`src/rtl/uart_frame_ctrl.sv`:
```
// Frame controller downstream of the UART receiver: SOF/ADDR/LEN/DATA/CHK
// framing, XOR checksum, burst commit to a register bank, frame statistics.
module uart_frame_ctrl #(
    parameter int          CLK_FREQ       = 50_000_000,
    parameter int          TIMEOUT_CYCLES = 50_000,
    parameter int          MAX_LEN        = 8,
    parameter logic [7:0]  SOF_BYTE       = 8'h7E
) (
    input  logic        clk,
    input  logic        rst_n,
    input  logic [7:0]  rx_data,
    input  logic        rx_valid,
    output logic        wr_en,
    output logic [7:0]  wr_addr,
    output logic [7:0]  wr_data,
    output logic        busy,
    output logic        frame_done,
    output logic        frame_err,
    output logic [1:0]  err_code,
    output logic [15:0] frame_count,
    output logic [15:0] err_count
);

    localparam logic [2:0] S_IDLE   = 3'd0;
    localparam logic [2:0] S_ADDR   = 3'd1;
    localparam logic [2:0] S_LEN    = 3'd2;
    localparam logic [2:0] S_DATA   = 3'd3;
    localparam logic [2:0] S_CHK    = 3'd4;
    localparam logic [2:0] S_COMMIT = 3'd5;

    // A degenerate timeout falls back to 1 ms of clock cycles.
    localparam int TO_CYC = (TIMEOUT_CYCLES > 1) ? TIMEOUT_CYCLES
                                                 : CLK_FREQ / 1000;
    localparam int GW = $clog2(TO_CYC + 1);
    localparam logic [GW-1:0] GAP_END = GW'(TO_CYC - 1);
    localparam logic [7:0]    LEN_MAX = 8'(MAX_LEN);

    logic [2:0]    r_state;
    logic [7:0]    r_base;
    logic [7:0]    r_chk;
    logic [3:0]    r_len;
    logic [3:0]    r_idx;
    logic [7:0]    r_buf [16];
    logic [GW-1:0] r_gap;
    logic          r_done;
    logic          r_err;
    logic [1:0]    r_err_code;
    logic [15:0]   r_frame_cnt;
    logic [15:0]   r_err_cnt;

    logic          w_in_frame;
    logic          w_timeout;
    logic          w_len_bad;
    logic          w_chk_bad;
    logic          w_abort;
    logic [1:0]    w_code;
    logic          w_commit;

    assign w_in_frame = (r_state == S_ADDR) || (r_state == S_LEN) ||
                        (r_state == S_DATA) || (r_state == S_CHK);
    assign w_timeout  = w_in_frame && !rx_valid && (r_gap == GAP_END);
    assign w_len_bad  = (r_state == S_LEN) && rx_valid &&
                        ((rx_data == 8'd0) || (rx_data > LEN_MAX));
    assign w_chk_bad  = (r_state == S_CHK) && rx_valid && (rx_data != r_chk);
    assign w_abort    = w_len_bad || w_chk_bad || w_timeout;
    assign w_commit   = (r_state == S_COMMIT);

    always_comb begin
        w_code = 2'd0;
        unique case (1'b1)
            w_len_bad: w_code = 2'd1;
            w_chk_bad: w_code = 2'd2;
            w_timeout: w_code = 2'd3;
            default:   w_code = 2'd0;
        endcase
    end

    always_ff @(posedge clk) begin
        if (!rst_n) begin
            r_state     <= S_IDLE;
            r_base      <= '0;
            r_chk       <= '0;
            r_len       <= '0;
            r_idx       <= '0;
            r_gap       <= '0;
            r_done      <= 1'b0;
            r_err       <= 1'b0;
            r_err_code  <= '0;
            r_frame_cnt <= '0;
            r_err_cnt   <= '0;
            for (int i = 0; i < 16; i++) begin
                r_buf[i] <= '0;
            end
        end else begin
            r_done <= 1'b0;
            r_err  <= 1'b0;

            if (w_in_frame && !rx_valid && !w_timeout) begin
                r_gap <= r_gap + 1'b1;
            end else begin
                r_gap <= '0;
            end

            if (w_abort) begin
                r_err      <= 1'b1;
                r_err_code <= w_code;
                if (r_err_cnt != 16'hFFFF) begin
                    r_err_cnt <= r_err_cnt + 16'd1;
                end
            end

            case (r_state)
                S_IDLE: begin
                    if (rx_valid && (rx_data == SOF_BYTE)) begin
                        r_state <= S_ADDR;
                    end
                end
                S_ADDR: begin
                    if (rx_valid) begin
                        r_base  <= rx_data;
                        r_chk   <= rx_data;
                        r_state <= S_LEN;
                    end
                end
                S_LEN: begin
                    if (rx_valid) begin
                        if (w_len_bad) begin
                            r_state <= S_IDLE;
                        end else begin
                            r_len   <= rx_data[3:0];
                            r_chk   <= r_chk ^ rx_data;
                            r_idx   <= '0;
                            r_state <= S_DATA;
                        end
                    end
                end
                S_DATA: begin
                    if (rx_valid) begin
                        r_buf[r_idx] <= rx_data;
                        r_chk        <= r_chk ^ rx_data;
                        r_idx        <= r_idx + 4'd1;
                        if ((r_idx + 4'd1) == r_len) begin
                            r_state <= S_CHK;
                        end
                    end
                end
                S_CHK: begin
                    if (rx_valid) begin
                        r_idx   <= '0;
                        r_state <= w_chk_bad ? S_IDLE : S_COMMIT;
                    end
                end
                S_COMMIT: begin
                    r_idx <= r_idx + 4'd1;
                    if (r_idx == (r_len - 4'd1)) begin
                        r_state <= S_IDLE;
                        r_done  <= 1'b1;
                        if (r_frame_cnt != 16'hFFFF) begin
                            r_frame_cnt <= r_frame_cnt + 16'd1;
                        end
                    end
                end
                default: r_state <= S_IDLE;
            endcase

            if (w_timeout) begin
                r_state <= S_IDLE;
            end
        end
    end

    assign wr_en       = w_commit;
    assign wr_addr     = w_commit ? (r_base + {4'd0, r_idx}) : 8'd0;
    assign wr_data     = w_commit ? r_buf[r_idx] : 8'd0;
    assign busy        = (r_state != S_IDLE);
    assign frame_done  = r_done;
    assign frame_err   = r_err;
    assign err_code    = r_err_code;
    assign frame_count = r_frame_cnt;
    assign err_count   = r_err_cnt;

endmodule

```
`config.mk`:
```
export PLATFORM = sky130hd
export DESIGN_NAME = uart_frame_ctrl
export DESIGN_NICKNAME = d
export VERILOG_FILES = /design/src/rtl/uart_frame_ctrl.sv
export SDC_FILE = /design/constraint.sdc
export NUM_CORES = 1
export LEC_CHECK = 0
export ABC_AREA = 1
export BUFFER_PORTS_ARGS = -buffer_cell sky130_fd_sc_hd__buf_2
export CORE_ASPECT_RATIO = 1.25
export CORE_UTILIZATION = 55
export DETAILED_ROUTE_END_ITERATION = 6
export HOLD_SLACK_MARGIN = 0.15
export PLACE_DENSITY = 0.78
export SLEW_MARGIN = 25
export SYNTH_ARGS = -nofsm -noshare
export SYNTH_HDL_FRONTEND = slang
export SYNTH_SLANG_ARGS = --single-unit
```
`constraint.sdc`:
```
create_clock -name clk -period 1.95 [get_ports clk]
set_clock_uncertainty 0.2 [all_clocks]
set_input_delay 0.0975 -clock clk [delete_from_list [all_inputs] [get_ports clk]]
set_output_delay 0.0975 -clock clk [all_outputs]
set_load 0.005 [all_outputs]
```
* Word-level counts from Yosys, hierarchy flattened
Memory sizes are Yosys's and may differ from the RTL's. A register that Yosys moved wholly into a read port is not among the register bits. Index checks and enable logic that the tools add are counted.
Word-level totals: register bits after elaboration 79, memory bits (writable) 128, input bits 11, output and inout bits 54, logic and storage cells 109, memories 1
Memory list:
- r_buf | words 16, width 8, rd ports 1, clocked after Yosys merged registers in 1, write ports 16, RTL line 43 | logic [7:0] r_buf [16];
Cells by class: add/sub/neg operators 6, order comparisons 1, equal/unequal tests 20, mux-type cells 35, bitwise logic cells 3, reductions and logical operators 32
Operators with widths (count):
- 2-to-1 mux 8 bit | 7
- adder 16 x 1 -> 16 bit, second input constant | 3
- != test 16 bit, second input constant | 2
- 2-to-1 mux 4 bit | 7
- 2-to-1 mux 3 bit | 8
- case mux 8 bit (3 select lines) | 1
- case mux 3 bit (6 select lines) | 1
- == test 16 bit, second input constant | 1
- case mux 4 bit (4 select lines) | 1
- != test 2 bit, second input constant | 6
- AND reduction 5 bit | 2
- adder 8 x 4 -> 8 bit | 1
- == test 4 bit | 2
- == test 8 x 7 -> 1 bit, second input constant | 1
- greater-than comparator 8 x 4 -> 1 bit, second input constant | 1
- logical AND 1 bit | 8
- logical NOT 8 bit | 1
- 2-to-1 mux 1 bit | 8
- != test 8 bit | 1
- AND reduction 2 bit | 4
- OR reduction 8 bit | 1
- bitwise XOR 8 bit | 1
- AND reduction 7 bit | 1
- == test 3 x 2 -> 1 bit, second input constant | 2
- other kinds (15) | 26

* Depth between registers and ports, before layout
Gate-level depths: netlist (run 1).
word-level depth 9, mapped depth 14, gate-level depth less buffers 14

* Worst setup path before layout (run 1)
No wires, ideal clock.
path kind register -> register, from register r_state[2], to memory r_buf[8][0] (enable), setup time 0.329 ns, arrival time 1.497 ns, data required time 1.421 ns, slack -0.076 ns, cell stages (with the launch flop) 8, buffers on the path 0, period minus slack after synthesis 2.026 ns, path through dfxtp_1 inv_2 nand2_1 nor2_1 nand3_1 nor2_2 nand2_1 nand2_1
RTL lines:
- start, declared | RTL line 38 | logic [2:0] r_state;
- start signal, assigned | RTL line 150 | r_state <= w_chk_bad ? S_IDLE : S_COMMIT;
- end, declared | RTL line 43

==> results.cfg, run 1 <==
[outcome]
status = finished with violations
violations = setup timing

[synthesis]
async_flop_share_pct = 0
ys_warn_count = 0
synth_area_leaders = edfxtp_1 (37%), dfxtp_1 (16%), nor2_1 (9.4%), nand2_1 (7.2%), o21ai_0 (4.5%)
synth_edf_count = 128
ys_types = 40
synth_area_per_cell_um2 = 8.55
synth.ff_latch_count = 211
synth_top_area_share_pct = 37.2
syn_inst = 1208
synth_top_cell_by_area = edfxtp_1
syn_area_mm2 = 0.0103
synth_nets = 1233
ys_seq_area_share_pct = 53.3
synth_flop_cell = edfxtp_1

[power_and_ir_drop]
leakage_nw = 5.46
ir_worst_vdd_v = 0.000719
power_density_mw_per_mm2 = 881

[layout]
nets = 1436
final_cell_mix = nor2_1 (235), nand2_1 (166), edfxtp_1 (128)
layoutNonFillerInstCount = 1654
drive_above_1_share_pct = 32.3
antennaDiodeCount = 0
area_delta_synth_final_pct = 34.7
mostFrequentLayoutCell = nor2_1
fillerInstances = 1110

[clock_tree]
cts_tree = yes
htree_levels = 1
clockRootBuffer = clkbuf_16
cts_inserted_buffers = 21
cts_buffer_depth = 3
clkTransAtPathRegs_ps = 60
clk-insertion-delay-late_ps = 510
cts.sinks = 211

[sta]
slew_viol_final = 0
slew_headroom_pct = 62.7
hold_violations = 0
rsz0062_at_grt = yes
postLayoutSetupSlackWorst_ps = -439
fin_crit_ps = 2390
setup_tns_ps = -7130
worstMarginPinSlew_ps = 559
fmax_mhz = 419
fin_crit_sh_pct = 123
finalSetupViolCount = 38

[setup_path]
slowest_delay_ps = 400
worstPathRequired_ps = 1650
end_kind = output pin
critPathTopFamily = compound AO/OA/AOI/OAI gates
cp_slowest_cell = dfxtp_4
path_buf_inv = 3
critPathArrivalTime_ps = 2090
path_max_fanout = 6
path_cells = buf_6 > buf_6 > o21ai_2 > o22ai_2 > o211ai_1 > a21oi_1 > buf_2
critical_path_class = flop to output pin
crit_top_cell = buf_6
critPathLaunchType = flop

[place]
io_buffers = 64
dp_hpwl_um = 17900
dpl.cell_count = 1555
place_ws_ps = -162
place_congestion = 0.878

[global_route]
gr-usage-all-layers_pct = 29.3
grt_pass1_wl_um = 45300
busiest_layer = met2
grt_use_met2_pct = 52.9
gr-usage-met3_pct = 3.82
grt_max_degree = 41
grt-ovfl-total = 0
grt_pass1_vias = 9229
antenna_found_initial = 0
grt.met1_usage_pct = 34.3

[hold_path]
holdCritPathClass = flop to flop

[floorplanning]
rows = 55
dieArea_mm2 = 0.0193
start_util_pct = 56.6
dieHeight_um = 155
ios = 65
coreArea_mm2 = 0.0182
die_w_um = 125

[drt]
routed_wl_um = 31300
dr.pass1.iters = 5
vias = 9775
drc = 0
routedWlPerCell_um = 18.9
antenna_left = 0
drt_iter0_drc = 763
vias_per_cell = 5.91

[job]
maxCapViolCount = 0
logic make-up after synthesis:
group / synth area share (%)
flops: 53.3
fa+ha+maj: 1.77
compound gates: 12.2
simple gates: 24.5
xor+xnor: 3.39
buf+inv: 4.85
sequential cells by signal, indices dropped and copies added (netlist names), named ones only:
name,count
r_buf,128
err_count,16
frame_count,16
r_gap,16
r_base,8
r_chk,8
r_idx,4
r_len,4
r_state,3
err_code,2
frame_done,1
frame_err,1
cell type report:
cell class	count	area [um2]	share of cell area [%]
Clock buffer	30	591	4.25
Multi-Input combinational cell	872	5160	37.1
Inverter	76	298	2.14
Clock inverter	8	45.0	0.324
Timing Repair Buffer	229	1990	14.3
Sequential cell	211	5540	39.8
Tap cell	228	285	2.05
repair_timing:
action	CTS	global route
hold endpoints to repair	210	0
buffers inserted	22	20
resized for setup	159	139
setup endpoints to repair	42	324
gates cloned	8	1
pin swaps	55	67
hold buffers	10	0
tightest hold or removal path, cell delays in order, from the launching register on:
cell and delay, ps:
dfxtp_1 310, inv_1 60, a21oi_1 60
stage by stage:
step           hold WS (ps)  util (%)  total power [mW]  cell area [um2]
6_report                272      76.3              12.3            13900
5_1_grt                 305      76.3              12.7            13900
4_1_cts                 269      72.1              11.8            13100
3_5_place_dp            260      63.6              7.45            11600
3_3_place_gp            257      63.6              7.38            11600
2_1_floorplan          81.7         -              6.61            10400
per-layer routing:
layer  share of wire, %  vias up  wire length, um
li1                   -     4519                -
met1                 37     4664            11500
met2                 52      484            16300
met3                7.2      108             2250
met4                4.1        0             1300
met5                  0        -                0
final timing paths:
kind / slack [ps] / end / cells after the start / start
setup / recovery: -440 / wr_data[2] / 7 / flop
hold / removal: 270 / r_chk[0]$_SDFFE_PN0P_ / 2 / r_chk[0]$_SDFFE_PN0P_
setup reg to reg: -230 / r_state[2]$_SDFFE_PP0P_ / 14 / r_idx[0]$_SDFFE_PN0P_
hold reg to reg: 270 / r_chk[0]$_SDFFE_PN0P_ / 2 / r_chk[0]$_SDFFE_PN0P_
synth_stat cells, types with 11 or more instances:
| library cell | number |
|---|---|
| nor2_1 | 258 |
| nand2_1 | 198 |
| edfxtp_1 | 128 |
| o21ai_0 | 92 |
| dfxtp_1 | 83 |
| nand3_1 | 81 |
| a21oi_1 | 79 |
| inv_1 | 61 |
| clkbuf_1 | 43 |
| xor2_1 | 22 |
| o221ai_1 | 21 |
| xnor2_1 | 18 |
| nor3_1 | 16 |
| ha_1 | 13 |
| inv_2 | 12 |
| o211ai_1 | 11 |
| o22ai_1 | 11 |
power breakdown:
group | leakage, nW | internal, mW | switching [mW] | total (mW)
Clock | 0.312 | 2.12 | 1.71 | 3.83
Combinational | 3.14 | 1.37 | 1.89 | 3.26
Sequential | 2.00 | 4.98 | 0.182 | 5.16
Total | 5.46 | 8.46 | 3.79 | 12.3
No activity file was read; power rests on OpenSTA's default activity.
==> run 2, diff against run 1 <==
CORE_UTILIZATION = 57   (was 55)
CTS_BUF_LIST = sky130_fd_sc_hd__clkbuf_4   (was unset)
PLACE_DENSITY = 0.81   (was 0.78)
==> run 2 against run 1 <==
The run ends with DRC, setup timing left. Fmax down 13%. Die area down 3.5%. Via count up 6.2%. Global-route usage up 3.7 points. Register-to-register slack better by 60 ps. Worst setup slack worse by 360 ps. Count of clock-buffer cells in the layout up 42. First-iteration DRC count up 45%. Non-clock buffer count up 1. Critical path depth down 1. Largest cell class unchanged.
==> results.cfg, run 2 (synthesized netlist as in run 1, its figures left out) <==
[global_route]
grt_pass1_vias = 9666
gr-usage-all-layers_pct = 32.9
grt_pass1_wl_um = 47900
grt_max_degree = 42
grt-ovfl-total = 0
antenna_found_initial = 1

[sta]
slew_headroom_pct = 53.6
postLayoutSetupSlackWorst_ps = -795
fin_crit_sh_pct = 141
rsz0062_at_grt = yes
finalSetupViolCount = 53
fmax_mhz = 364
hold_violations = 0
slew_viol_final = 0
holdWs_ps = 199
worstMarginPinSlew_ps = 696
fin_crit_ps = 2750

[drt]
vias = 10378
drt_iter0_drc = 1109
antenna_left = 0
dr.pass1.iters = 7
routed_wl_um = 34500
drc = 1
routedWlPerCell_um = 20.2
vias_per_cell = 6.08

[clock_tree]
clockRootBuffer = clkbuf_4
cts_inserted_buffers = 50
htree_levels = 2
cts_tree = yes
cts.sinks = 211
clk-insertion-delay-late_ps = 670
clkTransAtPathRegs_ps = 70
cts_buffer_depth = 3

[floorplanning]
rows = 54
start_util_pct = 58.8
ios = 65
coreArea_mm2 = 0.0176
dieHeight_um = 152
die_w_um = 122
dieArea_mm2 = 0.0187

[outcome]
status = finished with violations
violations = DRC, setup timing

[place]
io_buffers = 64
place_congestion = 0.899
dp_hpwl_um = 18300
postPlaceCellArea_mm2 = 0.0116

[setup_path]
critPathArrivalTime_ps = 2450
r2r_slack_ps = -170
critPathLaunchType = flop
end_kind = output pin
reg2reg_from = r_len[1]$_SDFFE_PN0P_
r2r-end = frame_count[7]$_SDFFE_PN0P_
worstPathRequired_ps = 1650
path_max_fanout = 7
r2r_cells = 13
crit_path_end = wr_data[0]
critical_path_class = flop to output pin

[power_and_ir_drop]
power_density_mw_per_mm2 = 881
ir_worst_vdd_v = 0.000965
leakage_nw = 5.56

[layout]
drive_above_1_share_pct = 36.1
mostFrequentLayoutCell = nor2_1
postLayoutCoreUtil_pct = 80.1
largest_reg_flops = 128
top_register = r_buf
final_cell_mix = nor2_1 (234), nand2_1 (144), edfxtp_1 (128)
area_delta_synth_final_pct = 36.3
nets = 1466
design_area_mm2 = 0.0141
fillerInstances = 970

[job]
maxCapViolCount = 0

[hold_path]
holdCritPathClass = input pin to flop
[run 2: cell count changes in the layout (fill, tap and decap cells not counted), sizes merged]
cell	before	now
bufinv	0	1
buf	219	218
dlygate4sd3	10	11
inv	74	76
clkinv	9	21
clkbuf	30	73
clkinvlp	1	0
diode	0	1
nand2	206	205
[run 2: critical path: stages, from the launching register on]
cell,delay (ps)
dfxtp_4,390
buf_6,150
o21ai_1,310
o22ai_2,140
o211ai_1,480
a21oi_2,150
buf_2,160
[run 2: worst min path at each step]
stage / startpoint / end / depth (start not counted)
floorplan: rx_data[5] / r_base[5]$_SDFFE_PN0P_ / 2
global placement: err_code[0]$_SDFFE_PN0P_ / err_code[0]$_SDFFE_PN0P_ / 2
detailed placement: err_code[0]$_SDFFE_PN0P_ / err_code[0]$_SDFFE_PN0P_ / 2
CTS: rx_data[3] / r_len[3]$_SDFFE_PN0P_ / 4
global route: rx_data[7] / r_base[7]$_SDFFE_PN0P_ / 4
finish: rx_data[0] / r_len[0]$_SDFFE_PN0P_ / 4
[run 2: report_power, final]
part / internal, mW / switching (mW) / total, mW
registers: 4.98 / 0.203 / 5.18
clock network: 1.84 / 1.90 / 3.75
logic: 1.47 / 2.01 / 3.47
[run 2: timing repair]
| item | 4_1_cts | 5_1_grt |
|---|---|---|
| setup endpoints to repair | 85 | 244 |
| resized for setup | 160 | 182 |
| hold buffers | 11 | 0 |
| pin swaps | 53 | 60 |
| buffers inserted | 15 | 26 |
| endpoints found under the hold margin | 307 | 0 |
| cloned | 10 | 3 |
[run 2: area by class of cell]
class	count	area (um2)	share of cell area, %
clock buffer	72	541	3.84
timing repair buffer	230	2050	14.6
tap	224	280	1.99
clock inverter	21	108	0.764
inverter	76	308	2.19
sequential	211	5540	39.4
antenna	1	2.50	0.0178
timing repair inverter	1	11.3	0.0800
multi-input combinational	871	5230	37.2
[run 2: layer usage]
metal  up-vias  share of wire (%)  track usage, %  wire length, um
met1      4800                 34            38.2            11700
met4         0                6.1            17.9             2100
met2       766                 50            57.2            17300
li1       4622                  -               -                -
met3       190                9.8            5.20             3360
met5         -                  0               0                0
[run 2: metrics by stage]
| step | instances | total power [mW] | setup TNS (ps) | setup slack [ps] |
|---|---|---|---|---|
| after detailed placement | 1554 | 7.50 | -1160 | -163 |
| after floorplan | 1208 | 6.61 | 0 | 17.8 |
| final | 1707 | 12.4 | -11050 | -795 |
| after CTS | 1682 | 11.8 | -7610 | -609 |
| after global placement | 1554 | 7.41 | -168 | -168 |
| after global routing | 1707 | 12.9 | -17040 | -782 |
